$ cat src/rtl/led_pattern_gen.sv
// Programmable-prescaler LED pattern engine (static / blink / chase / count).
// Optional PWM dimming stage is enabled by defining LED_PWM_DIM_EN.
module led_pattern_gen #(
  parameter int               NUM_LEDS    = 8,
  parameter int               DIV_W       = 25,
  parameter logic [DIV_W-1:0] DEFAULT_DIV = DIV_W'(25'h1FFFFFF),
  parameter int               PWM_W       = 8
) (
  input  logic                clk,
  input  logic                rst_n,
  input  logic                en,
  input  logic [DIV_W-1:0]    div_val,
  input  logic                div_load,
  input  logic [1:0]          mode,
  input  logic [NUM_LEDS-1:0] pattern,
`ifdef LED_PWM_DIM_EN
  input  logic [PWM_W-1:0]    duty,
`endif
  output logic                tick,
  output logic [NUM_LEDS-1:0] leds
);

  typedef enum logic [1:0] {
    MODE_STATIC = 2'b00,
    MODE_BLINK  = 2'b01,
    MODE_CHASE  = 2'b10,
    MODE_COUNT  = 2'b11
  } mode_e;

  localparam logic [NUM_LEDS-1:0] LED_ONE = NUM_LEDS'(1);

  logic [DIV_W-1:0]    cnt;
  logic [DIV_W-1:0]    div_q;
  mode_e               mode_q;
  mode_e               mode_in;
  logic [NUM_LEDS-1:0] leds_r;
  logic [NUM_LEDS-1:0] leds_nxt;
  logic [NUM_LEDS-1:0] seed;
  logic                term;
  logic                mode_chg;

  assign mode_in = mode_e'(mode);

  // Prescaler: a pending divisor load always takes precedence over counting.
  always_ff @(posedge clk or negedge rst_n) begin
    if (!rst_n) begin
      cnt   <= '0;
      div_q <= DEFAULT_DIV;
      tick  <= 1'b0;
    end else if (div_load) begin
      cnt   <= '0;
      div_q <= div_val;
      tick  <= 1'b0;
    end else if (en) begin
      if (cnt == div_q) begin
        cnt  <= '0;
        tick <= 1'b1;
      end else begin
        cnt  <= cnt + DIV_W'(1);
        tick <= 1'b0;
      end
    end else begin
      tick <= 1'b0;
    end
  end

  always_ff @(posedge clk or negedge rst_n) begin
    if (!rst_n) begin
      mode_q <= MODE_STATIC;
      leds_r <= '0;
    end else begin
      mode_q <= mode_in;
      leds_r <= leds_nxt;
    end
  end

  always_comb begin
    term     = en & ~div_load & (cnt == div_q);
    mode_chg = (mode_in != mode_q);

    seed = pattern;
    case (mode_in)
      MODE_CHASE: seed = (pattern == '0) ? LED_ONE : pattern;
      MODE_COUNT: seed = '0;
      default:    seed = pattern;
    endcase

    leds_nxt = leds_r;
    if (mode_chg) begin
      // A mode switch reloads the seed even if a step coincides with it.
      leds_nxt = seed;
    end else begin
      case (mode_q)
        MODE_STATIC: leds_nxt = pattern;
        MODE_BLINK:  if (term) leds_nxt = (leds_r == '0) ? pattern : '0;
        // Shift form keeps a single-LED build a no-op rotate.
        MODE_CHASE:  if (term) leds_nxt = (leds_r << 1) | (leds_r >> (NUM_LEDS - 1));
        MODE_COUNT:  if (term) leds_nxt = leds_r + LED_ONE;
        default:     leds_nxt = leds_r;
      endcase
    end
  end

`ifdef LED_PWM_DIM_EN
  logic [PWM_W-1:0]    pwm_cnt;
  logic [NUM_LEDS-1:0] leds_q;

  // Free-running brightness counter, independent of en and div_load.
  always_ff @(posedge clk or negedge rst_n) begin
    if (!rst_n) begin
      pwm_cnt <= '0;
      leds_q  <= '0;
    end else begin
      pwm_cnt <= pwm_cnt + PWM_W'(1);
      leds_q  <= leds_r & {NUM_LEDS{pwm_cnt < duty}};
    end
  end

  assign leds = leds_q;
`else
  assign leds = leds_r;
`endif

endmodule
$ cat config.mk
export PLATFORM = sky130hd
export DESIGN_NAME = led_pattern_gen
export DESIGN_NICKNAME = d
export VERILOG_FILES = /design/src/rtl/led_pattern_gen.sv
export SDC_FILE = /design/constraint.sdc
export NUM_CORES = 1
export LEC_CHECK = 0
export BUFFER_PORTS_ARGS = -buffer_cell sky130_fd_sc_hd__buf_2
export CAP_MARGIN = 20
export CORE_MARGIN = 1
export CORE_UTILIZATION = 45
export DETAILED_ROUTE_END_ITERATION = 16
export PLACE_DENSITY = 0.68
export SYNTH_ARGS = -nofsm -noshare
export SYNTH_HDL_FRONTEND = slang
export SYNTH_SLANG_ARGS = --single-unit
$ cat constraint.sdc
create_clock -name clk -period 1.8 [get_ports clk]
set_input_delay 0.18 -clock clk [delete_from_list [all_inputs] [get_ports clk]]
set_output_delay 0.18 -clock clk [all_outputs]
set_load 0.05 [all_outputs]
Word-level counts from Yosys, hierarchy flattened
Index checks and enable logic that the tools add are counted.
{"block": "totals", "wordCells": 40, "ff_bits": 61, "out_inout_bits": 9}
{"block": "op_classes", "n_mux": 14, "addsub": 2, "bitwise_logic": 4, "n_eq_ne": 10, "n_reduce_logical": 5}
{"op": "2-to-1 mux 25 bit", "n": 3}
{"op": "2-to-1 mux 8 bit", "n": 6}
{"op": "case mux 8 bit (4 select lines)", "n": 1}
{"op": "adder 25 x 1 -> 25 bit, second input constant", "n": 1}
{"op": "equality test 25 bit", "n": 1}
{"op": "logical NOT 8 bit", "n": 2}
{"op": "case mux 8 bit (2 select lines)", "n": 1}
{"op": "!= test 3 bit, second input constant", "n": 3}
{"op": "adder 8 x 1 -> 8 bit, second input constant", "n": 1}
{"op": "equality test 2 bit, second input constant", "n": 4}
{"op": "bitwise OR 8 x 1 -> 8 bit", "n": 1}
{"op": "2-to-1 mux 1 bit", "n": 3}
{"op": "AND reduction 3 bit", "n": 1}
{"op": "AND 1 bit", "n": 2}
{"op": "equality test 2 x 1 -> 1 bit, second input constant", "n": 1}
{"op": "logical NOT 2 bit", "n": 1}
{"op": "!= test 2 bit", "n": 1}
{"op": "nonzero test 2 bit", "n": 1}
{"op": "NOT 1 bit", "n": 1}

Logic depth before layout (Yosys ltp)
{"block": "logic_depth", "ltp_word": 6, "mapped_depth": 8, "ltp_nobuf": 8}

Least setup slack after synthesis
Ideal clock, no wire load.
{"block": "synth_path", "path_kind": "register -> register", "startpoint": "register leds_r[2] (netlist: leds[2])", "endpoint": "register leds_r[7] (netlist: leds[7])", "period_less_slack_ns": 2.069, "path_stages_with_launch": 7, "slack_ns": -0.269, "setup_ns": 0.125, "t_arrival_ns": 1.944, "required_time_ns": 1.675, "cell_sequence": "dfrtp_1 clkbuf_1 nand3_1 or3_1 a32oi_1 o21ai_0 mux2_2"}
{"block": "synth_via", "elab_chain_cells": 5, "elab_cells_between_ends": 7, "classes_between": "1 x add/sub; 5 x mux; 1 x reduce/logical"}
{"element": "from (decl)", "line": "36", "text": "logic [NUM_LEDS-1:0] leds_r;"}
{"element": "from (signal assigned)", "line": "73", "text": "leds_r <= leds_nxt;"}
{"element": "branches (longest 3 deep; another with adder 8 x 1 -> 8 bit)"}
{"element": "case mux 8 bit (4 select lines) *", "line": "93", "text": "case (mode_q)"}
{"element": "2-to-1 mux 8 bit *", "line": "89", "text": "if (mode_chg) begin"}
Mark *: on every way between the ends. The select of a mux whose other input is x is not followed.
A chain may end at the register's enable or synchronous reset.

Final worst setup path
{"block": "layout_path", "startpoint": "register div_q[16]", "endpoint": "register cnt[18]"}
{"block": "layout_via", "elab_chain_cells": 4}
{"element": "from (decl)", "line": "33", "text": "logic [DIV_W-1:0] div_q;"}
{"element": "from (signal assigned)", "line": "52", "text": "div_q <= div_val;"}
{"element": "equality test 25 bit", "line": "55", "text": "if (cnt == div_q) begin"}
{"element": "2-to-1 mux 25 bit", "line": "55"}
{"element": "2-to-1 mux 25 bit", "line": "54", "text": "end else if (en) begin"}
{"element": "2-to-1 mux 25 bit", "line": "50", "text": "end else if (div_load) begin"}
{"element": "to (signal assigned)", "line": "59", "text": "cnt <= cnt + DIV_W'(1);"}
{"element": "to (decl)", "line": "32", "text": "logic [DIV_W-1:0] cnt;"}
Every way passes these cells. The select of a mux whose other input is x is not followed.

==> metrics.txt <==
Logic pwr share=between 10% and 20%; Final Hold Viols=0; placed inst area=between 4000 and 5000 sq um; compound-gate portion of the synthesized area=approximately 15%; main flop type after synthesis=dfrtp_1; root buffer cell=clkbuf_8; clock-pin slew on the worst setup and hold paths=0.08 ns; # nets final=between 400 and 500; CTS Buffer Depth=2; Critical Path Fanout Max=9; n_diodes=0; Hold Worst Slack=0.0162 ns; most common cell in the netlist=dfrtp_1; GP Congestion=between 0.8 and 0.9; max_slew headroom=roughly three quarters; final WL=approximately 9000 um; adder-cell share of the synthesized area=~1.1%; status=finished, violations left; Synth cell types=around 60; syn nets=about 380; WL/cell=~16 um; largest net degree at the start of global routing=62; clock latency at the later pin of the worst-skew pair=0.35 ns; leading area contributor after synthesis=dfrtp_1; max_cap viols=0; critical path's largest stage delay=0.55 ns; HP Class=in2reg; Starting DRT DRC Count=141; Crit. End Element=flop; Initial Util=47.0%; Mapped Area=about 3400 sq um; Antenna Nets Post-Route=0; leakage=about 2.0 nW; final worst slack=-0.173 ns; Fin Setup TNS=-3.88 ns; post-route cell area=4750 sq um; FF/Latch Area=roughly 1600 sq um; Switch Pwr=0.00103 W; Seq pwr share=between 40% and 50%; CP arrival=2.19 ns; failing checks=negative setup slack; DRC viols=0; Core Area=roughly 7300 sq um; Slew Limit Fails=0; #FFs+latches synth=61; drt pass-1 iters=4; area grow syn2layout=37.8%; largest family of logic cells by synthesized area=simple AND/OR/NAND/NOR gates; Die W=approximately 90 um; Die ar.=around 8000 sq um; Yosys warnings=0; Final period util=110%; EDFF count, synth=0; vias=~3100; Fillers=slightly below 600; Worst Clk Skew=roughly 0.012 ns; GRT overflow=0; Setup Viol. Count Final=33; top-area cell type share of the netlist area=26.1%; Post-Synth Simple-Gate Area=a little under a fifth; synth top area cells=dfrtp_1, dfstp_2, mux2_2; H-tree depth=3; Multi-input gate area=around 2000 sq um; final HPWL from detailed placement=about 6000 um; worst-margin pin slew=between 0.3 and 0.4 ns; Clock power frac=37.1%; Synth async-reset ratio=100%; Setup Crit Path Kind=reg2reg; Post-Synth XOR/XNOR Area=about 7.4%; internal power=0.00257 W; I/O pin count=between 40 and 50; synthesized area per cell=between 10 and 15 sq um; CP max-delay cell=dfstp_2; top post-synthesis cells by count=dfrtp_1, nand2_1, xnor2_1; Die Ht=roughly 90 um; delay-heaviest family, CP=flip-flops; Peak Freq=507 MHz; Rows=31; power per cell area=about 760 nW/um^2; Buf/Inv on CP=1; vias in the first global route=~2900; minimum clock period=about 2 ns; final core occ=between 60 and 70%; startpoint types=flop; Peak supply drop=0.000497 V; cells after synthesis=340; global-route wire length before repair=between 10000 and 15000 um; Net Sw Frac=between 20% and 30%; Port Buffers=47; Vias/cell=about 5.6; share of post-route cells with drive strength above 1=a little over half; GRT Overall Usage=23.3%; worst path cell trace=xnor2_1 > nand4_1 > nor4_4 > buf_6 > a21oi_4 > o211a_1 > a211o_1; RSZ-0062 raised after global routing=yes; antenna violations before repair=0; mux cell area share after synthesis=under 10%; CTS tree=done; Seq/Total Area, Yosys=a little under half; Required @ worst endpoint=just over 2 ns; clock sink count=61; CTS Buf Count=9
==> routing by layer <==
layer	up-vias	part of all wire [%]	global-route usage (%)
li1	1479	-	-
met4	0	2.0	8.08
met2	90	49	37.4
met5	-	0	0
met3	16	4.1	5.72
met1	1527	45	30.7
==> path summary, 6_finish.rpt <==
path                                  startpoint                   end  slack, ns  cells after the start
min in group asynchronous                  rst_n   cnt[23]$_DFFE_PN0P_       0.38                      3
max                        div_q[16]$_DFFE_PN1P_   cnt[18]$_DFFE_PN0P_      -0.17                      7
max reg2reg                div_q[16]$_DFFE_PN1P_   cnt[18]$_DFFE_PN0P_      -0.17                      7
max in group asynchronous                  rst_n  div_q[2]$_DFFE_PN1P_       1.11                      3
min reg2reg                  cnt[10]$_DFFE_PN0P_   cnt[10]$_DFFE_PN0P_       0.55                      1
min                                      mode[1]   mode_q[1]$_DFF_PN0_       0.02                      1
==> power groups by stage <==
stage / logic [W] / clock network [W] / registers (W)
5_1_grt: 0.000729 / 0.00143 / 0.00161
2_1_floorplan: 0.000307 / 0 / 0.00168
4_1_cts: 0.000653 / 0.00136 / 0.00159
3_5_place_dp: 0.000624 / 0 / 0.00161
6_report: 0.000673 / 0.00134 / 0.00159
3_3_place_gp: 0.000611 / 0 / 0.00160
==> kinds of logic (layout without fill, tap and decap cells) <==
kind of cell | Yosys count | after routing
buffers and inverters | 23 | 141
flip-flops | 61 | 61
AND/OR/NAND/NOR | 117 | 117
AO/OA/AOI/OAI | 79 | 80
multiplexers | 28 | 28
adder cells (fa/ha/maj) | 3 | 3
XOR/XNOR | 29 | 29
==> worst register-to-register path: stages (launching register included) <==
cell and delay, ns:
dfstp_2 0.55, xnor2_1 0.12, nand4_1 0.16, nor4_4 0.32, buf_6 0.18, a21oi_4 0.11
o211a_1 0.14, a211o_1 0.26
==> through the flow <==
step	std cells	power [W]	setup slack (ns)
6_report	558	0.00360	-0.173
5_1_grt	558	0.00376	-0.274
4_1_cts	557	0.00360	-0.155
3_5_place_dp	537	0.00223	-0.234
3_3_place_gp	537	0.00222	-0.178
2_1_floorplan	340	0.00199	-0.132
==> sequential cells by signal (all words and copies together), names as in the netlist <==
name and flops:
mode_q 2, div_q 25, cnt 25, tick 1, leds 8
==> cell type report <==
| class | instances | share of cell area, % |
|---|---|---|
| repair buffers | 120 | 17.5 |
| clock buffers | 12 | 3.50 |
| inverters | 5 | 0.395 |
| well taps | 99 | 2.61 |
| multi-input cells | 257 | 41.9 |
| clock inverters | 4 | 1.13 |
| flip-flops and latches | 61 | 33.0 |
==> layout by cell type (no fill, tap or decap), drive strengths merged, types with 4 or more instances in the layout <==
| cell | instances |
|---|---|
| nand2 | 33 |
| nand2b | 4 |
| nor4 | 6 |
| nand4 | 5 |
| or3 | 4 |
| a31oi | 6 |
| o21ai | 18 |
| and3 | 5 |
| buf | 119 |
| dfrtp | 36 |
| inv | 5 |
| o311ai | 7 |
| a21oi | 20 |
| clkbuf | 12 |
| mux2 | 26 |
| xnor2 | 28 |
| nor3 | 5 |
| nor2 | 12 |
| a211oi | 6 |
| dfstp | 25 |
| nand3 | 28 |
==> repair_timing <==
action,CTS,global route
endpoints found under the hold margin,36,0
pin swaps,6,9
resized for setup,15,27
setup buffers,2,1
hold buffers,1,0
setup endpoints to repair,33,33
gates cloned,1,0
Power figures use the tool's default switching activity.
